### config.mk
export PLATFORM = sky130hd
export DESIGN_NAME = uart_rx_fifo
export DESIGN_NICKNAME = d
export VERILOG_FILES = /design/src/rtl/uart_rx_fifo.sv
export SDC_FILE = /design/constraint.sdc
export NUM_CORES = 1
export LEC_CHECK = 0
export ABC_CLOCK_PERIOD_IN_PS = 3100
export BUFFER_PORTS_ARGS = -buffer_cell sky130_fd_sc_hd__buf_2
export CORE_MARGIN = 5
export CORE_UTILIZATION = 40
export DETAILED_ROUTE_END_ITERATION = 16
export GPL_ROUTABILITY_DRIVEN = 1
export SLEW_MARGIN = 20
export SYNTH_ARGS = -nofsm -noshare
export SYNTH_HDL_FRONTEND = slang
export SYNTH_SLANG_ARGS = --single-unit
### constraint.sdc
create_clock -name clk -period 3.1 [get_ports clk]
set_clock_uncertainty 0.05 [all_clocks]
set_input_delay 0 -clock clk [delete_from_list [all_inputs] [get_ports clk]]
set_output_delay 0 -clock clk [all_outputs]
set_load 0.05 [all_outputs]
### src/rtl/uart_rx_fifo.sv
// uart_rx_fifo: receive-side byte buffer behind the UART receiver.
// Captures one byte per rising edge of rx_done_sig and holds it until a consumer pops it.
// Build option UART_RX_FIFO_FWFT_EN: first-word-fall-through read port (head byte shown
// combinationally). Default: rd_data is registered on each pop with a one-cycle rd_valid.
module uart_rx_fifo #(
  parameter int DATA_W = 8,
  parameter int DEPTH  = 16,
  parameter int ADDR_W = 4
) (
  input  logic              clk,
  input  logic              rst,
  input  logic [DATA_W-1:0] rx_data,
  input  logic              rx_done_sig,
  input  logic              rd_en,
  input  logic              clr_err,
  output logic [DATA_W-1:0] rd_data,
  output logic              rd_valid,
  output logic              empty,
  output logic              full,
  output logic [ADDR_W:0]   count,
  output logic              overrun,
  output logic              underrun
);

  localparam logic [ADDR_W:0] FULL_COUNT = (ADDR_W + 1)'(DEPTH);

  logic [DATA_W-1:0] mem [DEPTH];

  logic              done_q, done_d;
  logic [ADDR_W-1:0] wr_ptr_q, wr_ptr_d;
  logic [ADDR_W-1:0] rd_ptr_q, rd_ptr_d;
  logic [ADDR_W:0]   count_q, count_d;
  logic              empty_q, empty_d;
  logic              full_q, full_d;
  logic              overrun_q, overrun_d;
  logic              underrun_q, underrun_d;

  logic wr_req;
  logic rd_ok;
  logic wr_ok;

  // Next-state logic: edge-detect the receiver strobe, arbitrate push/pop, track level and errors.
  always_comb begin
    wr_req     = rx_done_sig & ~done_q;
    rd_ok      = rd_en & ~empty_q;
    wr_ok      = wr_req & (~full_q | rd_ok);
    done_d     = rx_done_sig;
    wr_ptr_d   = wr_ok ? wr_ptr_q + 1'b1 : wr_ptr_q;
    rd_ptr_d   = rd_ok ? rd_ptr_q + 1'b1 : rd_ptr_q;
    count_d    = count_q;
    case ({wr_ok, rd_ok})
      2'b10:   count_d = count_q + 1'b1;
      2'b01:   count_d = count_q - 1'b1;
      default: count_d = count_q;
    endcase
    empty_d    = (count_d == '0);
    full_d     = (count_d == FULL_COUNT);
    overrun_d  = overrun_q;
    if (wr_req && !wr_ok) begin
      overrun_d = 1'b1;
    end else if (clr_err) begin
      overrun_d = 1'b0;
    end
    underrun_d = underrun_q;
    if (rd_en && empty_q) begin
      underrun_d = 1'b1;
    end else if (clr_err) begin
      underrun_d = 1'b0;
    end
  end

  // Control and status registers; reset discards every stored entry and clears the flags.
  always_ff @(posedge clk or posedge rst) begin
    if (rst) begin
      done_q     <= 1'b0;
      wr_ptr_q   <= '0;
      rd_ptr_q   <= '0;
      count_q    <= '0;
      empty_q    <= 1'b1;
      full_q     <= 1'b0;
      overrun_q  <= 1'b0;
      underrun_q <= 1'b0;
    end else begin
      done_q     <= done_d;
      wr_ptr_q   <= wr_ptr_d;
      rd_ptr_q   <= rd_ptr_d;
      count_q    <= count_d;
      empty_q    <= empty_d;
      full_q     <= full_d;
      overrun_q  <= overrun_d;
      underrun_q <= underrun_d;
    end
  end

  // Byte storage, written only on accepted pushes and deliberately left out of reset.
  always_ff @(posedge clk) begin
    if (wr_ok) begin
      mem[wr_ptr_q] <= rx_data;
    end
  end

`ifdef UART_RX_FIFO_FWFT_EN
  assign rd_data  = empty_q ? '0 : mem[rd_ptr_q];
  assign rd_valid = ~empty_q;
`else
  logic [DATA_W-1:0] rd_data_q, rd_data_d;
  logic              rd_valid_q, rd_valid_d;

  // Popped byte is captured on the read edge and flagged valid for exactly the next cycle.
  always_comb begin
    rd_data_d  = rd_ok ? mem[rd_ptr_q] : rd_data_q;
    rd_valid_d = rd_ok;
  end

  // Registered read port.
  always_ff @(posedge clk or posedge rst) begin
    if (rst) begin
      rd_data_q  <= '0;
      rd_valid_q <= 1'b0;
    end else begin
      rd_data_q  <= rd_data_d;
      rd_valid_q <= rd_valid_d;
    end
  end

  assign rd_data  = rd_data_q;
  assign rd_valid = rd_valid_q;
`endif

  assign empty    = empty_q;
  assign full     = full_q;
  assign count    = count_q;
  assign overrun  = overrun_q;
  assign underrun = underrun_q;

endmodule

==> results of run 1 <==
## Yosys cell counts (all sizes together) (2+ instances only)
cell     number
a21oi         5
a2bb2oi       5
a31oi         5
buf          11
clkbuf        4
dfrtp        26
edfxtp      128
ha            8
inv           9
mux2         13
mux2i        14
mux4         23
nand2        19
nand2b        7
nand4         2
nor2         25
nor2b         5
nor3          6
nor3b         2
o211ai        3
o21ai        10
o221ai        5
o22a          2
o22ai         3
xnor2         9
xor2          2
## cells by family (layout without fill, tap and decap cells)
logic type / Yosys count / in the layout / share of synthesized area [%]
mux: 50 / 50 / 13.4
flops: 155 / 155 / 71.9
buf+inv: 25 / 113 / 2.03
compound gates: 41 / 41 / 4.44
fa+ha+maj: 8 / 8 / 1.59
xor+xnor: 11 / 11 / 1.53
simple gates: 69 / 69 / 5.08
## per-stage QoR
stage	power [mW]	instance area, um2
final	6.81	7520
after global routing	7.17	7520
after CTS	6.89	7520
after detailed placement	4.89	6820
after global placement	4.84	6820
after floorplan	4.33	6280
## registers in the layout (all words and copies together), names as in the netlist
| register | cells |
|---|---|
| empty | 1 |
| full | 1 |
| mem | 128 |
| wr_ptr_q | 4 |
| rd_valid | 1 |
| underrun | 1 |
| rd_data | 8 |
| count | 5 |
| done_q | 1 |
| rd_ptr_q | 4 |
| overrun | 1 |
## layout make-up
class / count / area (um2) / share of cell area [%]
repair buffers: 71 / 490 / 6.53
flip-flops and latches: 155 / 4520 / 60.2
clock buffers: 18 / 429 / 5.71
inverters: 10 / 37.5 / 0.499
clock inverters: 14 / 136 / 1.81
multi-input cells: 179 / 1640 / 21.8
well taps: 211 / 264 / 3.51
## repair_timing
action,in CTS,in global routing
hold buffers,13,0
hold endpoints to repair,159,0
resized for setup,0,0
## metal layers
layer | global-route usage [%] | vias up | routed length, um
met3 | 4.64 | 10 | 668
met1 | 18.9 | 1690 | 5430
met5 | 0 | - | 0
li1 | - | 1553 | -
met2 | 24.4 | 87 | 6400
met4 | 4.14 | 0 | 111
## worst paths after layout
kind | start | endpoint | slack (ns) | depth (start not counted)
max | empty | full | 0.57 | 11
min in group clk | rx_done_sig | done_q | 0.20 | 2
min | rst | count[0] | 0.15 | 4
max in group asynchronous | rst | empty | 2.53 | 4
max reg2reg | empty | full | 0.57 | 11
min reg2reg | rd_data[2] | rd_data[2] | 0.46 | 2
## critical path: stages (launching register included)
cell      delay [ns]
dfstp_2         0.54
nand2b_1        0.17
a21oi_2         0.08
inv_1           0.08
ha_1            0.30
xor2_1          0.18
ha_1            0.20
nor2_1          0.07
o31ai_1         0.21
o211ai_1        0.15
xnor2_1         0.23
nor3b_1         0.19
## report_power, final
part           internal, mW  total, mW  switching, mW
Clock                  1.12       1.98          0.861
Combinational         0.857       2.04           1.18
Sequential             2.50       2.79          0.290
==> flow_summary_export.csv, run 1 <==
group,metric,value,unit
timing,setup_viol,0,
logic_synthesis,synth-warning-count,0,
power_and_ir_drop,powerDensity,906,nW/um2
timing,slew_headroom,55.1,%
logic_synthesis,yosysTopAreaCell,"edfxtp_1",
routing,wl,12.6,mm
die,dieArea,18300,um2
routing,route.detailed.drc,0,
die,std_cell_rows,45,
routing,wl_per_cell,19.2,um
logic_synthesis,synth_edf_count,128,
routing,antenna_left,0,
final_layout,fin_util,49.1,%
timing,fmax,395,MHz
power_and_ir_drop,power.leakage,2.69,nW
global_routing,grt_pass1_vias,3497,
min_path,hold_path_class,"in2async",
final_layout,fillCellCount,1303,
clocking,cts_root_buf,"clkbuf_16",
logic_synthesis,ys_seq_elements,155,
clocking,clock_latency,0.42,ns
timing,fin_ws,0.571,ns
worst_setup_path,critPathLaunchType,"flop",
routing,via_per_inst,5.08,
timing,hold_viol_final,0,
timing,finalCriticalPeriod,2.53,ns
logic_synthesis,synth_top_area_share,61.2,%
global_routing,grt_pass1_wl,19.9,mm
clocking,cts_buffer_depth,2,
flow_run,max-cap-violations,0,
timing,tightest_slew,0.674,ns
global_routing,grt_overflow,0,
logic_synthesis,syn-num-nets,380,
final_layout,layout.cells.non_filler,658,
logic_synthesis,ys_top_cells_by_area,"edfxtp_1 61%, dfrtp_1 10%, mux4_2 5.0%, mux4_1 3.8%, mux2i_1 2.2%",
clocking,htreeDepth,4,
logic_synthesis,netlist_instances,359,
logic_synthesis,ys_seq_area_share,71.9,%
die,die_h,135,um
global_routing,antenna_found_initial,0,
global_routing,grt_max_degree,28,
die,die_w,135,um
clocking,numCtsBuffers,17,
worst_setup_path,critPathArrivalTime,2.82,ns
final_layout,final_cell_mix,"128 x edfxtp_1, 30 x buf_2, 28 x buf_4",
clocking,clock_sinks,155,
run_status,status,"finished clean",
logic_synthesis,synth_area,6280,um2
timing,whs,0.151,ns
placement,dp.cells,613,
logic_synthesis,synth_cell_type_count,41,
worst_setup_path,worst-path-max-fanout,8,
placement,place_ws,0.563,ns
clocking,clk_pin_slew,0.06,ns
final_layout,syn2layout_area_growth,19.6,%
worst_setup_path,required,3.39,ns
power_and_ir_drop,vdd_drop_max,404,uV
worst_setup_path,crit_type,"reg2reg",
timing,final_max_slew_viol_count,0,
routing,drt_iter0_markers,201,
placement,gp_congestion,0.813,
global_routing,track_usage,14.8,%
clocking,postCtsSetupRepairBufs,0,
final_layout,final_common_cell,"edfxtp_1",
placement,hpwl,8.22,mm
final_layout,diodes,0,
logic_synthesis,synthFlopType,"edfxtp_1",
logic_synthesis,avgSynthCellArea,17.5,um2
final_layout,nNetsFinal,455,
final_layout,drive_above_1_share,26.4,%
die,initial_core_util,41.0,%
die,io_pins,31,
logic_synthesis,async_flop_share,17.4,%
clocking,cts_tree,"built",
worst_setup_path,endpoint_kind,"flop",
timing,finalCritPeriodShare,81.6,%
timing,rsz0062_at_grt,"false",
routing,vias,3340,
die,coreArea,15300,um2
timing,finalSetupTns,0,ns
placement,port_buffers,30,
routing,dr.pass1.iters,6,
(Power assumes the default switching activity.)
==> run 2, diff against run 1 <==
--- a/config.mk
+++ b/config.mk
@@ -5,7 +5,8 @@
 export SDC_FILE = /design/constraint.sdc
 export NUM_CORES = 1
 export LEC_CHECK = 0
-export ABC_CLOCK_PERIOD_IN_PS = 3100
+export ABC_AREA = 1
+export ABC_CLOCK_PERIOD_IN_PS = 2600
 export BUFFER_PORTS_ARGS = -buffer_cell sky130_fd_sc_hd__buf_2
 export CORE_MARGIN = 5
 export CORE_UTILIZATION = 40
==> constraint.sdc (replaced) <==
create_clock -name clk -period 2.6 [get_ports clk]
set_clock_uncertainty 0.05 [all_clocks]
set_input_delay 0 -clock clk [delete_from_list [all_inputs] [get_ports clk]]
set_output_delay 0 -clock clk [all_outputs]
set_load 0.05 [all_outputs]
==> flow_summary_export.csv, run 2 <==
group,metric,value,unit
logic_synthesis,synth_common_cells,"171 x nand2_1, 128 x edfxtp_1, 84 x nand3_1",
clocking,clock_sinks,155,
worst_setup_path,slowest_stage,"dfstp_2",
routing,dr.pass1.iters,6,
routing,wl_per_cell,16.8,um
flow_run,max-cap-violations,0,
logic_synthesis,synth.most_common_cell,"nand2_1",
final_layout,syn2layout_area_growth,18.2,%
min_path,hold_path_class,"in2async",
routing,vias,4306,
worst_setup_path,critPathMostFrequentCell,"nor2_1",
die,initial_core_util,40.9,%
timing,whs,0.137,ns
global_routing,grt_pass1_wl,22.9,mm
timing,finalCriticalPeriod,2.34,ns
routing,dr.max_layer_used,"met4",
routing,dr_wl_met2,6.83,mm
global_routing,antenna_found_initial,0,
logic_synthesis,synth_area,6490,um2
logic_synthesis,synthFlopType,"edfxtp_1",
logic_synthesis,avgSynthCellArea,11.3,um2
power_and_ir_drop,vdd_drop_max,690,uV
final_layout,final_cell_mix,"171 x nand2_1, 128 x edfxtp_1, 84 x nand3_1",
final_layout,nNetsFinal,660,
worst_setup_path,critPathLaunchType,"flop",
worst_setup_path,cp_num_buf_inv,2,
global_routing,grt_pass1_vias,4208,
placement,hpwl,9.08,mm
final_layout,final_common_cell,"nand2_1",
timing,tightest_slew,0.567,ns
clocking,clk_pin_slew,0.06,ns
worst_setup_path,critical-path-top-delay-family,"simple AND/OR/NAND/NOR gates",
die,die_h,137,um
clocking,clock_latency,0.42,ns
final_layout,fin_util,48.3,%
clocking,cts_root_buf,"clkbuf_16",
worst_setup_path,endpoint_kind,"flop",
logic_synthesis,ys_seq_elements,155,
placement,port_buffers,30,
timing,finalCritPeriodShare,90.0,%
final_layout,drive_above_1_share,16.0,%
worst_setup_path,required,2.90,ns
routing,wl_met1,6.53,mm
die,io_pins,31,
timing,fmax,427,MHz
timing,hold_viol_final,0,
timing,finalSetupTns,0,ns
global_routing,grt_max_degree,40,
clocking,htreeDepth,4,
placement,place_ws,0.0397,ns
clocking,cts_buffer_depth,2,
worst_setup_path,crit_type,"reg2reg",
clocking,cts_tree,"built",
die,std_cell_rows,46,
logic_synthesis,synth_edf_count,128,
worst_setup_path,crit_chain,"nor2_4, inv_2, nand2_2, nand3_4, ha_2, nand2_1, inv_1, nor2_1, ha_1, nand2_1, nand2_2, or2_0, nor2_1, nand3_1, nor2_1",
timing,setup_viol,0,
routing,dr_wl_met3,947,um
routing,wl,14.5,mm
logic_synthesis,netlist_instances,574,
logic_synthesis,async_flop_share,17.4,%
routing,antenna_left,0,
global_routing,track_usage,16.4,%
logic_synthesis,synth_cell_type_count,29,
worst_setup_path,cpPeakStageDelay,0.56,ns
clocking,numCtsBuffers,17,
routing,drt_iter0_markers,252,
global_routing,grt_overflow,0,
die,coreArea,15900,um2
placement,gp_congestion,0.815,
logic_synthesis,ys_top_cells_by_area,"edfxtp_1 59%, dfrtp_1 10%, nand2_1 9.9%, nand3_1 6.5%, nor2_1 2.2%",
logic_synthesis,yosysTopAreaCell,"edfxtp_1",
power_and_ir_drop,powerDensity,1140,nW/um2
run_status,status,"finished clean",
logic_synthesis,syn-num-nets,595,
worst_setup_path,critPathArrivalTime,2.64,ns
timing,slew_headroom,62.2,%
logic_synthesis,ys_seq_area_share,69.6,%
logic_synthesis,synth_top_area_share,59.2,%
timing,final_max_slew_viol_count,0,
timing,fin_ws,0.259,ns
final_layout,largest_reg_flops,128,
logic_synthesis,synth-warning-count,0,
die,die_w,137,um
final_layout,top_register,"mem",
routing,route.detailed.drc,0,
die,dieArea,18900,um2
routing,via_per_inst,4.96,
final_layout,diodes,0,
timing,rsz0062_at_grt,"false",
worst_setup_path,worst-path-max-fanout,6,
power_and_ir_drop,power.leakage,3.03,nW
==> run 2: cell count changes in the layout (fill, tap and decap cells not counted), sizes merged, moves of 8 or more <==
cell and delta:
nand2 +157, mux2 -13, mux4 -23, nand3 +84
inv +17, xnor2 -8, mux2i -14, nor2 +17
a21oi +11
==> run 2: worst paths after layout <==
path	to	depth (start not counted)	start	slack [ns]
max	full	15	empty	0.26
min	underrun	4	rst	0.14
max reg2reg	full	15	empty	0.26
min reg2reg	rd_data[1]	2	rd_data[1]	0.46
max in group asynchronous	empty	4	rst	2.04
min in group clk	done_q	2	rx_done_sig	0.23
==> run 2: final cells by class <==
class	instances	area (um2)
multi-input combinational	366	1710
clock inverter	15	146
fill	1480	8210
timing repair buffer	70	493
clock buffer	17	425
sequential	155	4520
inverter	29	109
tap	216	270
==> run 2: logic make-up (layout without fill, tap and decap cells) <==
group | count (synthesis) | in the layout | share of synthesized area (%)
AOI/OAI and AO/OA | 42 | 42 | 3.49
xor gates and xnor gates | 7 | 7 | 0.944
adders and majority gates | 8 | 8 | 1.54
buffers and inverters | 53 | 131 | 4.06
DFF | 155 | 155 | 69.6
and+or+nand+nor | 309 | 309 | 20.4
==> run 2: what timing repair did <==
item                       in CTS  in global routing
pin swaps                       1                  0
hold buffers                   12                  0
hold endpoints to repair      159                  0
setup endpoints to repair       2                  1
buffers inserted                2                  0
resized for setup               0                  1
==> run 2: routing by layer <==
metal  up-vias  global-route usage, %
met2       125                   25.2
li1       2095                      -
met5         -                      0
met4         0                   5.49
met3        16                   4.60
met1      2070                   22.6
==> run 2: tightest hold or removal path: stages <==
cell,delay [ns]
dlygate4sd3_1,0.53
buf_2,0.12
inv_1,0.04
buf_4,0.33
==> run 2: power by group <==
group / internal [mW] / switching, mW / total [mW]
sequential: 3.00 / 0.273 / 3.27
combinational: 0.904 / 2.23 / 3.13
clock: 1.41 / 0.973 / 2.38
==> run 2: per-stage QoR <==
step	instance area [um2]	cells	total power, mW
3_5_place_dp	6970	822	6.43
4_1_cts	7680	868	8.85
5_1_grt	7680	868	9.35
2_1_floorplan	6490	574	5.56
6_report	7680	868	8.79
3_3_place_gp	6970	822	6.40
